===== src/rtl/fifo_ptr_ctrl_if.sv =====
// Bundle for the FIFO controller: producer/consumer handshake, status and Memory dual-port side.
interface fifo_ptr_ctrl_if #(
    parameter int unsigned DATA_W = 4,
    parameter int unsigned ADDR_W = 3
);
    logic              flush;
    logic              push;
    logic [DATA_W-1:0] push_data;
    logic              pop;
    logic [DATA_W-1:0] pop_data;
    logic              pop_valid;
    logic              full;
    logic              empty;
    logic [ADDR_W:0]   count;
    logic              overflow;
    logic              underflow;
    logic              mem_we;
    logic [ADDR_W-1:0] mem_addr_wr;
    logic [ADDR_W-1:0] mem_addr_rd;
    logic [DATA_W-1:0] mem_din;
    logic [DATA_W-1:0] mem_dout;

    // Environment side: drives requests and returns Memory read data.
    modport master (
        output flush, push, push_data, pop, mem_dout,
        input  pop_data, pop_valid, full, empty, count, overflow, underflow,
               mem_we, mem_addr_wr, mem_addr_rd, mem_din
    );

    // Controller side.
    modport slave (
        input  flush, push, push_data, pop, mem_dout,
        output pop_data, pop_valid, full, empty, count, overflow, underflow,
               mem_we, mem_addr_wr, mem_addr_rd, mem_din
    );
endinterface


===== src/rtl/fifo_ptr_ctrl.sv =====
// Pointer/flag controller turning the 8x4 dual-port Memory into a synchronous FIFO.
// Wrap-bit pointers give full/empty/count directly; pop data is registered from the async read port.
module fifo_ptr_ctrl #(
    parameter int unsigned DATA_W = 4,
    parameter int unsigned ADDR_W = 3
) (
    input logic           clk,
    input logic           reset_n,
    fifo_ptr_ctrl_if.slave bus
);
    localparam int unsigned PTR_W = ADDR_W + 1;

    logic [PTR_W-1:0]  wr_ptr;
    logic [PTR_W-1:0]  rd_ptr;
    logic [DATA_W-1:0] pop_data_q;
    logic              pop_valid_q;
    logic              overflow_q;
    logic              underflow_q;

    logic full_c;
    logic empty_c;
    logic push_acc_c;
    logic pop_acc_c;

    // Status decoded straight from the pointers.
    assign empty_c = (wr_ptr == rd_ptr);
    assign full_c  = (wr_ptr[ADDR_W] != rd_ptr[ADDR_W]) &&
                     (wr_ptr[ADDR_W-1:0] == rd_ptr[ADDR_W-1:0]);

    // Flush wins over both requests, so nothing is written or read in a flush cycle.
    assign push_acc_c = bus.push & ~full_c  & ~bus.flush;
    assign pop_acc_c  = bus.pop  & ~empty_c & ~bus.flush;

    assign bus.empty       = empty_c;
    assign bus.full        = full_c;
    assign bus.count       = wr_ptr - rd_ptr;
    assign bus.mem_we      = push_acc_c;
    assign bus.mem_addr_wr = wr_ptr[ADDR_W-1:0];
    assign bus.mem_addr_rd = rd_ptr[ADDR_W-1:0];
    assign bus.mem_din     = bus.push_data;
    assign bus.pop_data    = pop_data_q;
    assign bus.pop_valid   = pop_valid_q;
    assign bus.overflow    = overflow_q;
    assign bus.underflow   = underflow_q;

    // Pointer, pop-data and sticky error registers.
    always_ff @(posedge clk or negedge reset_n) begin
        if (!reset_n) begin
            wr_ptr      <= '0;
            rd_ptr      <= '0;
            pop_data_q  <= '0;
            pop_valid_q <= 1'b0;
            overflow_q  <= 1'b0;
            underflow_q <= 1'b0;
        end else if (bus.flush) begin
            wr_ptr      <= '0;
            rd_ptr      <= '0;
            pop_valid_q <= 1'b0;
            overflow_q  <= 1'b0;
            underflow_q <= 1'b0;
        end else begin
            if (push_acc_c) begin
                wr_ptr <= wr_ptr + PTR_W'(1);
            end
            if (pop_acc_c) begin
                rd_ptr     <= rd_ptr + PTR_W'(1);
                pop_data_q <= bus.mem_dout;
            end
            pop_valid_q <= pop_acc_c;
            if (bus.push && full_c) begin
                overflow_q <= 1'b1;
            end
            if (bus.pop && empty_c) begin
                underflow_q <= 1'b1;
            end
        end
    end
endmodule

===== src/flat_wrapper.sv =====
// flat-port wrapper written by rule: the top's interface ports become plain ports
module fifo_ptr_ctrl_flat 
#(
    parameter int unsigned DATA_W = 4,
    parameter int unsigned ADDR_W = 3
)
  (clk, reset_n, bus_flush, bus_push, bus_push_data, bus_pop, bus_mem_dout, bus_pop_data, bus_pop_valid, bus_full, bus_empty, bus_count, bus_overflow, bus_underflow, bus_mem_we, bus_mem_addr_wr, bus_mem_addr_rd, bus_mem_din);
  fifo_ptr_ctrl_if #(.DATA_W(DATA_W), .ADDR_W(ADDR_W)) bus_i ();
  input logic clk;
  input logic reset_n;
  input wire logic [$bits(bus_i.flush)-1:0] bus_flush;
  input wire logic [$bits(bus_i.push)-1:0] bus_push;
  input wire logic [$bits(bus_i.push_data)-1:0] bus_push_data;
  input wire logic [$bits(bus_i.pop)-1:0] bus_pop;
  input wire logic [$bits(bus_i.mem_dout)-1:0] bus_mem_dout;
  output wire logic [$bits(bus_i.pop_data)-1:0] bus_pop_data;
  output wire logic [$bits(bus_i.pop_valid)-1:0] bus_pop_valid;
  output wire logic [$bits(bus_i.full)-1:0] bus_full;
  output wire logic [$bits(bus_i.empty)-1:0] bus_empty;
  output wire logic [$bits(bus_i.count)-1:0] bus_count;
  output wire logic [$bits(bus_i.overflow)-1:0] bus_overflow;
  output wire logic [$bits(bus_i.underflow)-1:0] bus_underflow;
  output wire logic [$bits(bus_i.mem_we)-1:0] bus_mem_we;
  output wire logic [$bits(bus_i.mem_addr_wr)-1:0] bus_mem_addr_wr;
  output wire logic [$bits(bus_i.mem_addr_rd)-1:0] bus_mem_addr_rd;
  output wire logic [$bits(bus_i.mem_din)-1:0] bus_mem_din;
  assign bus_i.flush = bus_flush;
  assign bus_i.push = bus_push;
  assign bus_i.push_data = bus_push_data;
  assign bus_i.pop = bus_pop;
  assign bus_i.mem_dout = bus_mem_dout;
  assign bus_pop_data = bus_i.pop_data;
  assign bus_pop_valid = bus_i.pop_valid;
  assign bus_full = bus_i.full;
  assign bus_empty = bus_i.empty;
  assign bus_count = bus_i.count;
  assign bus_overflow = bus_i.overflow;
  assign bus_underflow = bus_i.underflow;
  assign bus_mem_we = bus_i.mem_we;
  assign bus_mem_addr_wr = bus_i.mem_addr_wr;
  assign bus_mem_addr_rd = bus_i.mem_addr_rd;
  assign bus_mem_din = bus_i.mem_din;
  fifo_ptr_ctrl #(.DATA_W(DATA_W), .ADDR_W(ADDR_W)) u_core (.clk(clk), .reset_n(reset_n), .bus(bus_i));
endmodule

===== config.mk =====
export PLATFORM = sky130hd
export DESIGN_NAME = fifo_ptr_ctrl_flat
export DESIGN_NICKNAME = d
export VERILOG_FILES = /design/src/rtl/fifo_ptr_ctrl_if.sv /design/src/rtl/fifo_ptr_ctrl.sv /design/src/flat_wrapper.sv
export SDC_FILE = /design/constraint.sdc
export NUM_CORES = 1
export LEC_CHECK = 0
export CAP_MARGIN = 20
export CORE_UTILIZATION = 41
export CTS_BUF_LIST = sky130_fd_sc_hd__clkbuf_8
export CTS_CLUSTER_SIZE = 10
export DETAILED_ROUTE_END_ITERATION = 8
export GPL_TIMING_DRIVEN = 0
export PLACE_DENSITY = 0.77
export SLEW_MARGIN = 10
export SYNTH_ARGS = -nofsm -noshare
export SYNTH_HDL_FRONTEND = slang
export SYNTH_SLANG_ARGS = --single-unit

===== constraint.sdc =====
create_clock -name clk -period 2.23 [get_ports clk]
set_input_delay 0.446 -clock clk [delete_from_list [all_inputs] [get_ports clk]]
set_output_delay 0.446 -clock clk [all_outputs]
set_load 0.02 [all_outputs]

==> impl_metrics.ini <==
[status]
status = finished, final reports clean

[pwr]
vdd_ir_drop_max_v = 0.000664
combPwrFrac_pct = 50.9
p_switching_mw = 0.427
total_power_mw = 1.18
power_density_mw_per_mm2 = 867
power.leakage_nw = 0.633
swShare_pct = 36.1
seq_power_share_pct = 31.3
power.share.clock_pct = 17.8
p_int_mw = 0.756

[floorplan]
die_area_mm2 = 0.00241
ios = 37
die_h_um = 49.1
rows = 16
die-width_um = 49.1
coreArea_mm2 = 0.00202
start_util_pct = 44.9

[global_route]
grt_usage_pct = 18.3
grt_overflow = 0
grt_start_max_net_pins = 16
grt_pass1_wl_um = 3330
antenna_found_initial = 0
grt_pass1_vias = 728

[logic_synthesis]
synth_edf_count = 0
syn_inst = 83
synth_top_cell_by_area = dfrtp_1
synth_cell_types = 21
syn_area_per_cell_um2 = 10.9
synth_fp_nets = 102
yosys_warnings = 0
ys_ff_latch = 15
synth_commonest_cells = dfrtp_1 (15), nor2_1 (13), buf_4 (10)
yosys_most_used_dff = dfrtp_1
synth.cell_area_um2 = 908
yosys.area.top_type_share_pct = 41.3
ys_seq_area_share_pct = 41.3
yosysMostFrequentCell = dfrtp_1
synth.top_cells.by_area = dfrtp_1 (41%), buf_4 (8.3%), ha_1 (6.9%)
async_reset_ff_share_pct = 100

[routing]
drt-total-wl_um = 1890
drt_iter0_markers = 12
via_count = 714
dr.pass1.iters = 4
wl_per_cell_um = 12.9
drc = 0
antenna_left = 0
viasPerCell = 4.86

[final_layout]
post-route-util_pct = 67.5
instances_no_fill = 147
fillers = 169
drive_gt1_share_pct = 28.3
n_antenna_cell = 0
fin_area_mm2 = 0.00136
syn_to_final_growth_pct = 50.1
final_nets = 140

[worst_setup_path]
path_class = register to output pin
ff2ff_path_depth = 6
critical_path.max_fanout = 5
cp.required_ps = 1780
arrival_ps = 1700
worstSetupStartpointType = register
cp-end-kind = output pin

[sta]
finClkSkew_ps = 3.00
worst-slew-pin-transition_ps = 669
hold_viol_final = 0
fin_setup_tns_ps = 0
max_slew_margin_pct = 55.2
setup_ws_ps = 87.0
fmax_mhz = 467
slew_viol_final = 0
rsz0062_at_grt = false
final.min_clock_period_ps = 2140
finalSetupViolCount = 0
whs_ps = 514
fin_crit_sh_pct = 96.1

[cts]
clkTransAtPathRegs_ps = 60
clockBufferDepth = 2
clk_latency_ps = 240
htreeDepth = 1
cts_tree = done
clock-sinks = 15
ctsHoldBuffers = 0
cts_made_buffers = 3
cts-root-buf = clkbuf_8

[job]
drv_cap = 0

[place]
placed_area_mm2 = 0.00126
preCtsSetupSlack_ps = -331
dpl.cell_count = 142
io_buffer_count = 32
place.gp.congestion = 0.835
dp_hpwl_um = 1350

[hold_path]
min_path_type = register to register
hold_path_depth = 2
-- worst max-delay path, stage by stage (launching register included) --
cell and delay, ps:
dfrtp_2 460, ha_4 180, fa_1 480, inv_1 30, dlygate4sd2_1 310
-- sequential cells by signal, summed over array words and instances, names as in the netlist --
| register | count |
|---|---|
| u_core.wr_ptr | 4 |
| u_core.bus.underflow | 1 |
| u_core.bus.overflow | 1 |
| u_core.bus.pop_valid | 1 |
| u_core.bus.pop_data | 4 |
| u_core.rd_ptr | 4 |
-- cell type report --
class / instances / area, um^2 / area share (%)
Buffer: 10 / 75.1 / 5.50
Clock buffer: 3 / 41.3 / 3.03
Clock inverter: 1 / 3.75 / 0.275
Inverter: 7 / 26.3 / 1.93
Multi-Input combinational cell: 50 / 488 / 35.8
Sequential cell: 15 / 379 / 27.8
Tap cell: 27 / 33.8 / 2.48
Timing Repair Buffer: 34 / 317 / 23.2
-- logic make-up after synthesis --
| logic type | synth area share, % |
|---|---|
| flops | 41.3 |
| fa+ha+maj | 9.09 |
| buf+inv | 11.6 |
| xor+xnor | 10.5 |
| compound gates | 7.99 |
| simple gates | 10.7 |
| mux | 8.82 |
-- what timing repair did --
action	in CTS	in global routing
setup endpoints to repair	6	4
gates resized for setup	19	6
cloned	0	0
hold endpoints to repair	0	0
buffers inserted	2	0
-- power groups by stage --
| stage | registers (mW) | clock network (mW) | logic, mW |
|---|---|---|---|
| after global routing | 0.377 | 0.232 | 0.647 |
| final | 0.370 | 0.211 | 0.602 |
| after detailed placement | 0.372 | 0 | 0.584 |
| after global placement | 0.371 | 0 | 0.572 |
| after CTS | 0.369 | 0.216 | 0.609 |
| after floorplan | 0.420 | 0 | 0.291 |
-- cells in the final DEF, fill, tap and decap left out --
master and instances:
mux2i_1 2, nand3_4 1, a21oi_1 5, xor2_2 1
nor2_8 1, a21o_1 1, o21ai_4 2, clkbuf_8 3
dfrtp_1 12, buf_4 12, dfrtp_2 3, fa_1 1
xnor2_2 1, clkbuf_2 1, inv_1 8, buf_2 2
nor2_1 13, xnor2_1 6, mux2_4 4, ha_1 2
dlygate4sd2_1 3, ha_4 3, and3_1 1, xor2_1 2
clkdlybuf4s50_1 26, o211ai_1 2, nand4_1 2
-- layer usage --
layer	vias to the layer above	share of wire [%]	track usage, %
met1	352	44	22.2
met2	23	51	33.1
met4	0	0	4.41
li1	339	-	-
met5	-	0	0
met3	0	4.9	3.43
-- path summary, 6_finish.rpt --
| kind | slack [ps] | to | startpoint |
|---|---|---|---|
| setup / recovery | 90 | bus_count[1] | u_core.rd_ptr[0] |
| hold / removal | 510 | u_core.bus.underflow | u_core.bus.underflow |
| setup reg to reg | 550 | u_core.bus.pop_data[3] | u_core.rd_ptr[2] |
| hold reg to reg | 510 | u_core.bus.underflow | u_core.bus.underflow |
| max in group asynchronous | 1150 | u_core.wr_ptr[1] | reset_n |
| min in group asynchronous | 610 | u_core.bus.pop_data[2] | reset_n |
Power figures use the tool's default switching activity.
